==> src/rtl/hack_mem_arbiter_pkg.sv <==
// Shared constants, types and helpers for the Hack data-memory arbiter.
package hack_mem_pkg;

   localparam int ADDR_W = 15;
   localparam int DATA_W = 16;
   localparam int PTR_W  = 14;
   localparam int WAIT_W = 4;

   localparam logic [ADDR_W-1:0] SCREEN_BASE_DEF  = 15'h4000;
   localparam int                SCREEN_WORDS_DEF = 8192;
   localparam logic [ADDR_W-1:0] KBD_ADDR         = 15'h6000;

   typedef enum logic [0:0] {
      CLR_IDLE = 1'b0,
      CLR_RUN  = 1'b1
   } clr_state_e;

   // Screen word offset to physical word address; wraps within the 15-bit space.
   function automatic logic [ADDR_W-1:0] screen_addr(input logic [ADDR_W-1:0] base,
                                                     input logic [PTR_W-1:0]  off);
      return base + {1'b0, off};
   endfunction

endpackage

==> src/rtl/hack_mem_arbiter_if.sv <==
// Requester and memory-port bundle of the Hack data-memory arbiter.
// slave: the arbiter side; master: the requesters and the memory.
interface hack_mem_arbiter_if;
   import hack_mem_pkg::*;

   logic              c_req;
   logic              c_we;
   logic [ADDR_W-1:0] c_addr;
   logic [DATA_W-1:0] c_wdata;
   logic              c_gnt;
   logic              c_rvalid;
   logic [DATA_W-1:0] c_rdata;

   logic              v_req;
   logic [12:0]       v_addr;
   logic              v_gnt;
   logic              v_rvalid;
   logic [DATA_W-1:0] v_rdata;

   logic              clr_start;
   logic [DATA_W-1:0] clr_value;
   logic              clr_busy;
   logic              clr_done;

   logic [ADDR_W-1:0] mem_addr;
   logic [DATA_W-1:0] mem_in;
   logic              mem_ld;
   logic [DATA_W-1:0] mem_out;

   modport slave (
      input  c_req, c_we, c_addr, c_wdata,
      output c_gnt, c_rvalid, c_rdata,
      input  v_req, v_addr,
      output v_gnt, v_rvalid, v_rdata,
      input  clr_start, clr_value,
      output clr_busy, clr_done,
      output mem_addr, mem_in, mem_ld,
      input  mem_out
   );

   modport master (
      output c_req, c_we, c_addr, c_wdata,
      input  c_gnt, c_rvalid, c_rdata,
      output v_req, v_addr,
      input  v_gnt, v_rvalid, v_rdata,
      output clr_start, clr_value,
      input  clr_busy, clr_done,
      input  mem_addr, mem_in, mem_ld,
      output mem_out
   );

endinterface

==> src/rtl/hack_mem_arbiter_clr_seq.sv <==
// Screen-clear sequencer: writes a latched fill word into every screen word,
// one word per granted cycle, then pulses clr_done once.
module hack_clr_seq
   import hack_mem_pkg::*;
#(
   parameter logic [ADDR_W-1:0] SCREEN_BASE  = SCREEN_BASE_DEF,
   parameter int                SCREEN_WORDS = SCREEN_WORDS_DEF
) (
   input  logic              clk,
   input  logic              rst_n,
   input  logic              clr_start,
   input  logic [DATA_W-1:0] clr_value,
   input  logic              clr_gnt,
   output logic              clr_req,
   output logic [ADDR_W-1:0] clr_addr,
   output logic [DATA_W-1:0] clr_data,
   output logic              clr_busy,
   output logic              clr_done
);

   localparam logic [PTR_W-1:0] LAST_PTR = PTR_W'(SCREEN_WORDS - 1);

   clr_state_e        state_r;
   logic [PTR_W-1:0]  ptr_r;
   logic [DATA_W-1:0] value_r;
   logic              done_r;

   // Fill FSM: a start is only accepted in IDLE, so a start during RUN is dropped.
   always_ff @(posedge clk or negedge rst_n) begin
      if (!rst_n) begin
         state_r <= CLR_IDLE;
         ptr_r   <= 14'd0;
         value_r <= 16'd0;
         done_r  <= 1'b0;
      end else begin
         case (state_r)
            CLR_IDLE: begin
               done_r <= 1'b0;
               if (clr_start) begin
                  value_r <= clr_value;
                  ptr_r   <= 14'd0;
                  state_r <= CLR_RUN;
               end else begin
                  state_r <= CLR_IDLE;
               end
            end
            CLR_RUN: begin
               done_r <= 1'b0;
               if (clr_gnt) begin
                  if (ptr_r == LAST_PTR) begin
                     ptr_r   <= 14'd0;
                     done_r  <= 1'b1;
                     state_r <= CLR_IDLE;
                  end else begin
                     ptr_r <= ptr_r + 14'd1;
                  end
               end else begin
                  ptr_r <= ptr_r;
               end
            end
            default: begin
               state_r <= CLR_IDLE;
               done_r  <= 1'b0;
            end
         endcase
      end
   end

   assign clr_req  = (state_r == CLR_RUN);
   assign clr_busy = (state_r == CLR_RUN);
   assign clr_done = done_r;
   assign clr_addr = screen_addr(SCREEN_BASE, ptr_r);
   assign clr_data = value_r;

endmodule

==> src/rtl/hack_mem_arbiter.sv <==
// Single-port Hack data-memory arbiter: CPU, video scan-out and screen clear
// share one combinational-read / clocked-write port. Fixed priority with a
// starvation guard that lets video overtake the CPU after MAX_WAIT denials.
module hack_mem_arbiter
   import hack_mem_pkg::*;
#(
   parameter int                MAX_WAIT     = 4,
   parameter logic [ADDR_W-1:0] SCREEN_BASE  = SCREEN_BASE_DEF,
   parameter int                SCREEN_WORDS = SCREEN_WORDS_DEF
) (
   input  logic                clk,
   input  logic                rst_n,
   hack_mem_arbiter_if.slave   bus
);

   localparam logic [WAIT_W-1:0] WAIT_MAX = WAIT_W'(MAX_WAIT);

   logic [WAIT_W-1:0] wait_cnt_r;
   logic              c_gnt_s;
   logic              v_gnt_s;
   logic              clr_gnt_s;
   logic              clr_req_s;
   logic [ADDR_W-1:0] clr_addr_s;
   logic [DATA_W-1:0] clr_data_s;
   logic [ADDR_W-1:0] mem_addr_s;
   logic [DATA_W-1:0] mem_in_s;
   logic              mem_ld_s;
   logic              c_rvalid_r;
   logic [DATA_W-1:0] c_rdata_r;
   logic              v_rvalid_r;
   logic [DATA_W-1:0] v_rdata_r;

   hack_clr_seq #(
      .SCREEN_BASE  (SCREEN_BASE),
      .SCREEN_WORDS (SCREEN_WORDS)
   ) u_clr_seq (
      .clk       (clk),
      .rst_n     (rst_n),
      .clr_start (bus.clr_start),
      .clr_value (bus.clr_value),
      .clr_gnt   (clr_gnt_s),
      .clr_req   (clr_req_s),
      .clr_addr  (clr_addr_s),
      .clr_data  (clr_data_s),
      .clr_busy  (bus.clr_busy),
      .clr_done  (bus.clr_done)
   );

   // Priority grant: starved video, then CPU, then video, then clear; none in reset.
   always_comb begin
      c_gnt_s   = 1'b0;
      v_gnt_s   = 1'b0;
      clr_gnt_s = 1'b0;
      if (!rst_n) begin
         c_gnt_s   = 1'b0;
         v_gnt_s   = 1'b0;
         clr_gnt_s = 1'b0;
      end else if (bus.v_req && (wait_cnt_r == WAIT_MAX)) begin
         v_gnt_s = 1'b1;
      end else if (bus.c_req) begin
         c_gnt_s = 1'b1;
      end else if (bus.v_req) begin
         v_gnt_s = 1'b1;
      end else if (clr_req_s) begin
         clr_gnt_s = 1'b1;
      end else begin
         c_gnt_s   = 1'b0;
         v_gnt_s   = 1'b0;
         clr_gnt_s = 1'b0;
      end
   end

   // Memory port mux follows the grant; an idle port is parked at address 0.
   always_comb begin
      mem_addr_s = 15'd0;
      mem_in_s   = 16'd0;
      mem_ld_s   = 1'b0;
      if (c_gnt_s) begin
         mem_addr_s = bus.c_addr;
         mem_in_s   = bus.c_wdata;
         mem_ld_s   = bus.c_we;
      end else if (v_gnt_s) begin
         mem_addr_s = screen_addr(SCREEN_BASE, {1'b0, bus.v_addr});
         mem_in_s   = 16'd0;
         mem_ld_s   = 1'b0;
      end else if (clr_gnt_s) begin
         mem_addr_s = clr_addr_s;
         mem_in_s   = clr_data_s;
         mem_ld_s   = 1'b1;
      end else begin
         mem_addr_s = 15'd0;
         mem_in_s   = 16'd0;
         mem_ld_s   = 1'b0;
      end
   end

   // Video starvation counter: counts denied request cycles, saturating at MAX_WAIT.
   always_ff @(posedge clk or negedge rst_n) begin
      if (!rst_n) begin
         wait_cnt_r <= 4'd0;
      end else if (bus.v_req && !v_gnt_s) begin
         if (wait_cnt_r < WAIT_MAX) begin
            wait_cnt_r <= wait_cnt_r + 4'd1;
         end else begin
            wait_cnt_r <= WAIT_MAX;
         end
      end else begin
         wait_cnt_r <= 4'd0;
      end
   end

   // CPU read return: capture on the grant edge, valid for the following cycle.
   always_ff @(posedge clk or negedge rst_n) begin
      if (!rst_n) begin
         c_rvalid_r <= 1'b0;
         c_rdata_r  <= 16'd0;
      end else begin
         c_rvalid_r <= c_gnt_s && !bus.c_we;
         if (c_gnt_s && !bus.c_we) begin
            c_rdata_r <= bus.mem_out;
         end else begin
            c_rdata_r <= c_rdata_r;
         end
      end
   end

   // Video read return: every video grant is a read.
   always_ff @(posedge clk or negedge rst_n) begin
      if (!rst_n) begin
         v_rvalid_r <= 1'b0;
         v_rdata_r  <= 16'd0;
      end else begin
         v_rvalid_r <= v_gnt_s;
         if (v_gnt_s) begin
            v_rdata_r <= bus.mem_out;
         end else begin
            v_rdata_r <= v_rdata_r;
         end
      end
   end

   assign bus.c_gnt    = c_gnt_s;
   assign bus.v_gnt    = v_gnt_s;
   assign bus.mem_addr = mem_addr_s;
   assign bus.mem_in   = mem_in_s;
   assign bus.mem_ld   = mem_ld_s;
   assign bus.c_rvalid = c_rvalid_r;
   assign bus.c_rdata  = c_rdata_r;
   assign bus.v_rvalid = v_rvalid_r;
   assign bus.v_rdata  = v_rdata_r;

endmodule

==> src/flat_wrapper.sv <==
// flat-port wrapper written by rule: the top's interface ports become plain ports
module hack_mem_arbiter_flat import hack_mem_pkg::*;
#(
   parameter int                MAX_WAIT     = 4,
   parameter logic [ADDR_W-1:0] SCREEN_BASE  = SCREEN_BASE_DEF,
   parameter int                SCREEN_WORDS = SCREEN_WORDS_DEF
)
  (clk, rst_n, bus_c_req, bus_c_we, bus_c_addr, bus_c_wdata, bus_c_gnt, bus_c_rvalid, bus_c_rdata, bus_v_req, bus_v_addr, bus_v_gnt, bus_v_rvalid, bus_v_rdata, bus_clr_start, bus_clr_value, bus_clr_busy, bus_clr_done, bus_mem_addr, bus_mem_in, bus_mem_ld, bus_mem_out);
  hack_mem_arbiter_if bus_i ();
  input  logic clk;
  input  logic rst_n;
  input wire logic [$bits(bus_i.c_req)-1:0] bus_c_req;
  input wire logic [$bits(bus_i.c_we)-1:0] bus_c_we;
  input wire logic [$bits(bus_i.c_addr)-1:0] bus_c_addr;
  input wire logic [$bits(bus_i.c_wdata)-1:0] bus_c_wdata;
  output wire logic [$bits(bus_i.c_gnt)-1:0] bus_c_gnt;
  output wire logic [$bits(bus_i.c_rvalid)-1:0] bus_c_rvalid;
  output wire logic [$bits(bus_i.c_rdata)-1:0] bus_c_rdata;
  input wire logic [$bits(bus_i.v_req)-1:0] bus_v_req;
  input wire logic [$bits(bus_i.v_addr)-1:0] bus_v_addr;
  output wire logic [$bits(bus_i.v_gnt)-1:0] bus_v_gnt;
  output wire logic [$bits(bus_i.v_rvalid)-1:0] bus_v_rvalid;
  output wire logic [$bits(bus_i.v_rdata)-1:0] bus_v_rdata;
  input wire logic [$bits(bus_i.clr_start)-1:0] bus_clr_start;
  input wire logic [$bits(bus_i.clr_value)-1:0] bus_clr_value;
  output wire logic [$bits(bus_i.clr_busy)-1:0] bus_clr_busy;
  output wire logic [$bits(bus_i.clr_done)-1:0] bus_clr_done;
  output wire logic [$bits(bus_i.mem_addr)-1:0] bus_mem_addr;
  output wire logic [$bits(bus_i.mem_in)-1:0] bus_mem_in;
  output wire logic [$bits(bus_i.mem_ld)-1:0] bus_mem_ld;
  input wire logic [$bits(bus_i.mem_out)-1:0] bus_mem_out;
  assign bus_i.c_req = bus_c_req;
  assign bus_i.c_we = bus_c_we;
  assign bus_i.c_addr = bus_c_addr;
  assign bus_i.c_wdata = bus_c_wdata;
  assign bus_c_gnt = bus_i.c_gnt;
  assign bus_c_rvalid = bus_i.c_rvalid;
  assign bus_c_rdata = bus_i.c_rdata;
  assign bus_i.v_req = bus_v_req;
  assign bus_i.v_addr = bus_v_addr;
  assign bus_v_gnt = bus_i.v_gnt;
  assign bus_v_rvalid = bus_i.v_rvalid;
  assign bus_v_rdata = bus_i.v_rdata;
  assign bus_i.clr_start = bus_clr_start;
  assign bus_i.clr_value = bus_clr_value;
  assign bus_clr_busy = bus_i.clr_busy;
  assign bus_clr_done = bus_i.clr_done;
  assign bus_mem_addr = bus_i.mem_addr;
  assign bus_mem_in = bus_i.mem_in;
  assign bus_mem_ld = bus_i.mem_ld;
  assign bus_i.mem_out = bus_mem_out;
  hack_mem_arbiter #(.MAX_WAIT(MAX_WAIT), .SCREEN_BASE(SCREEN_BASE), .SCREEN_WORDS(SCREEN_WORDS)) u_core (.clk(clk), .rst_n(rst_n), .bus(bus_i));
endmodule
==> config.mk <==
export PLATFORM = sky130hd
export DESIGN_NAME = hack_mem_arbiter_flat
export DESIGN_NICKNAME = d
export VERILOG_FILES = /design/src/rtl/hack_mem_arbiter_pkg.sv /design/src/rtl/hack_mem_arbiter_if.sv /design/src/rtl/hack_mem_arbiter_clr_seq.sv /design/src/rtl/hack_mem_arbiter.sv /design/src/flat_wrapper.sv
export SDC_FILE = /design/constraint.sdc
export NUM_CORES = 1
export LEC_CHECK = 0
export CORE_UTILIZATION = 45
export CTS_CLUSTER_DIAMETER = 50
export DETAILED_ROUTE_END_ITERATION = 6
export PLACE_DENSITY = 0.86
export RECOVER_POWER = 100
export SLEW_MARGIN = 20
export SYNTH_ARGS = -nofsm -noshare
export SYNTH_HDL_FRONTEND = slang
export SYNTH_SLANG_ARGS = --single-unit
==> constraint.sdc <==
create_clock -name clk -period 4.5 [get_ports clk]
set_input_delay 0.45 -clock clk [delete_from_list [all_inputs] [get_ports clk]]
set_output_delay 0.45 -clock clk [all_outputs]
set_load 0.1 [all_outputs]
==> flow_metrics.env <==
export IMPL_outcome="complete, but fails checks"
export IMPL_violations="capacitance limit, slew limit"
export IMPL_clock_latency_ns=0.34
export IMPL_hpwl_um=6190
export IMPL_initial_core_util_pct=47.4
export IMPL_routed_wl_um=8560
export IMPL_synthToLayoutAreaGrowth_pct=51.1
export IMPL_numCtsBuffers=9
export IMPL_vias=2851
export IMPL_ys_top_cells_by_area="dfrtp_1, mux2_2, nand2_1, a22o_1, a222oi_1"
export IMPL_irDropWorstVdd_mv=0.199
export IMPL_crit_required_ns=4.05
export IMPL_drtAntennaViolNets=0
export IMPL_ys_flop_type="dfrtp_1"
export IMPL_seq_area_um2=1750
export IMPL_dp_cells=528
export IMPL_yosysMostFrequentCell="dfrtp_1"
export IMPL_synth_avg_cell_area_um2=11.1
export IMPL_ys_async_sr_fraction_pct=100
export IMPL_period_share_pct=80.9
export IMPL_cts_buffer_depth=2
export IMPL_wl_per_cell_um=15.7
export IMPL_die_h_um=87.3
export IMPL_fin_worst_skew_ns=0.0107
export IMPL_antenna_found_initial=0
export IMPL_grt_max_degree=71
export IMPL_cts_num_sinks=70
export IMPL_syn_nets=381
export IMPL_postCtsSetupRepairBufs=0
export IMPL_drc=0
export IMPL_grt_pass1_wl_um=13800
export IMPL_period_minus_slack_ns=3.64
export IMPL_seq_area_frac_synth_pct=53.5
export IMPL_maxCapViolCount=1
export IMPL_fin_tns_setup_ns=0
export IMPL_layout_cells_non_filler=544
export IMPL_synthTopCellsByCount="dfrtp_1, nand2_1, mux2_2"
export IMPL_path_class="input pin to output port"
export IMPL_setup_violations=0
export IMPL_initialDrtViolationCount=157
export IMPL_grt_ovfl_total=0
export IMPL_hp_class="register to register"
export IMPL_synth_cells=296
export IMPL_nets=528
export IMPL_core_area_um2=6910
export IMPL_dr_pass1_iters=5
export IMPL_grt_pass1_vias=2920
export IMPL_port_buffers=151
export IMPL_synth_edf_count=0
export IMPL_viasPerCell=5.24
export IMPL_rsz0062_at_grt="no"
export IMPL_fillCellCount=547
export IMPL_fmax_mhz=275
export IMPL_hold_buffers=0
export IMPL_netlist_area_leader_share_pct=53.5
export IMPL_drive_gt1_share_pct=18.5
export IMPL_slew_headroom_pct=-11.3
export IMPL_slew_viol_final=71
export IMPL_ios=152
export IMPL_htreeDepth=3
export IMPL_cp_max_fo=34
export IMPL_crit_path_end_kind="output port"
export IMPL_finalHoldViolCount=0
export IMPL_cts_tree="built"
export IMPL_p_per_area_nw_per_um2=486
export IMPL_yosysTopAreaCell="dfrtp_1"
export IMPL_synth_area_um2=3270
export IMPL_worstMarginPinSlew_ns=1.67
export IMPL_root_buffer="clkbuf_8"
export IMPL_p_leak_nw=2.25
export IMPL_critPathArrivalTime_ns=3.19
export IMPL_cts_resized=0
export IMPL_synth_yosys_warnings=0
export IMPL_startpoint_type="input pin"
export IMPL_synth_distinct_cells=46
export IMPL_multi_input_area_um2=1370
export IMPL_die_area_um2=7620
export IMPL_synth_seq_cells=70
export IMPL_placementRows=30
export IMPL_antenna_cells=0
export IMPL_clkSlewWorstSetupHoldPaths_ns=0.07
export IMPL_die_width_um=87.3
export IMPL_grt_total_usage_pct=23.6
export IMPL_place_gp_congestion=0.762
-- flip-flops by register name (all words and copies together), names as in the netlist --
| signal | cells |
|---|---|
| u_core.u_clr_seq.clr_data | 16 |
| u_core.bus.c_rdata | 16 |
| u_core.bus.v_rvalid | 1 |
| u_core.bus.c_rvalid | 1 |
| u_core.u_clr_seq.clr_busy | 1 |
| u_core.wait_cnt_r | 4 |
| u_core.u_clr_seq.clr_done | 1 |
| u_core.u_clr_seq.ptr_r | 14 |
| u_core.bus.v_rdata | 16 |
-- placed cells by master (no fill, tap or decap), types with 5 or more instances in the layout --
master,synthesis,final
dfrtp_1,70,70
a222oi_1,12,12
dlygate4sd3_1,0,37
inv_1,16,16
nand2_1,60,60
xnor2_1,5,5
o21ai_0,4,6
mux2_2,30,30
a22o_1,17,17
clkbuf_8,0,11
clkdlybuf4s50_1,0,79
nor2_1,12,12
clkbuf_1,8,6
buf_4,0,32
-- power by group --
part	internal [W]	leakage, nW	switching (W)
Sequential	0.000753	0.871	0.0000848
Clock	0.000286	0.106	0.000236
Combinational	0.000263	1.27	0.000781
-- logic make-up (layout without fill, tap and decap cells) --
family | after synthesis | count (layout) | synth area share, %
mux | 32 | 32 | 11.0
simple gates | 94 | 94 | 13.7
fa+ha+maj | 3 | 3 | 1.15
buf+inv | 35 | 187 | 4.47
compound gates | 52 | 52 | 13.7
xor+xnor | 9 | 9 | 2.41
flops | 70 | 70 | 53.5
other cells | 1 | 1 | 0.115
-- metal layers --
layer  track usage (%)  share of wire (%)
met1              29.4                 42
met2              41.3                 50
met3              4.83                7.0
met4              6.86                1.0
met5                 0                  0
-- final timing paths --
path	slack, ns	cells past startpoint	end	start
hold reg to reg	0.48	1	u_core.wait_cnt_r[0]$_DFF_PN0_	u_core.wait_cnt_r[0]$_DFF_PN0_
hold / removal	0.48	1	u_core.wait_cnt_r[0]$_DFF_PN0_	u_core.wait_cnt_r[0]$_DFF_PN0_
max in group asynchronous	2.73	2	u_core.bus.c_rdata[8]$_DFFE_PN0P_	rst_n
setup reg to reg	1.32	7	u_core.bus.c_rdata[14]$_DFFE_PN0P_	u_core.wait_cnt_r[0]$_DFF_PN0_
setup / recovery	0.86	5	bus_mem_ld	bus_c_req
min in group asynchronous	0.79	2	u_core.bus.c_rdata[15]$_DFFE_PN0P_	rst_n
-- stage by stage --
step	hold WS [ns]	worst slack (ns)	utilization, %	total power [W]	area (um2)
6_report	0.477	0.858	71.6	0.00240	4940
5_1_grt	0.515	0.702	71.6	0.00250	4940
4_1_cts	0.387	1.40	72.1	0.00245	4980
3_5_place_dp	0.466	1.48	69.1	0.00193	4770
3_3_place_gp	0.453	1.54	69.1	0.00190	4770
2_1_floorplan	0.154	1.12	-	0.00162	3270
-- layout make-up --
type / instances / area share, %
Sequential cell: 70 / 35.4
Timing Repair Buffer: 155 / 28.9
Multi-Input combinational cell: 191 / 27.8
Clock buffer: 11 / 3.06
Tap cell: 96 / 2.43
Inverter: 16 / 1.22
Clock inverter: 5 / 1.14
-- critical path: stages --
cell and delay [ns]:
dlygate4sd3_1 0.63, o211a_1 0.95, nand2_1 0.16, nand2_1 0.11, clkbuf_1 0.88
(Power assumes the default switching activity.)
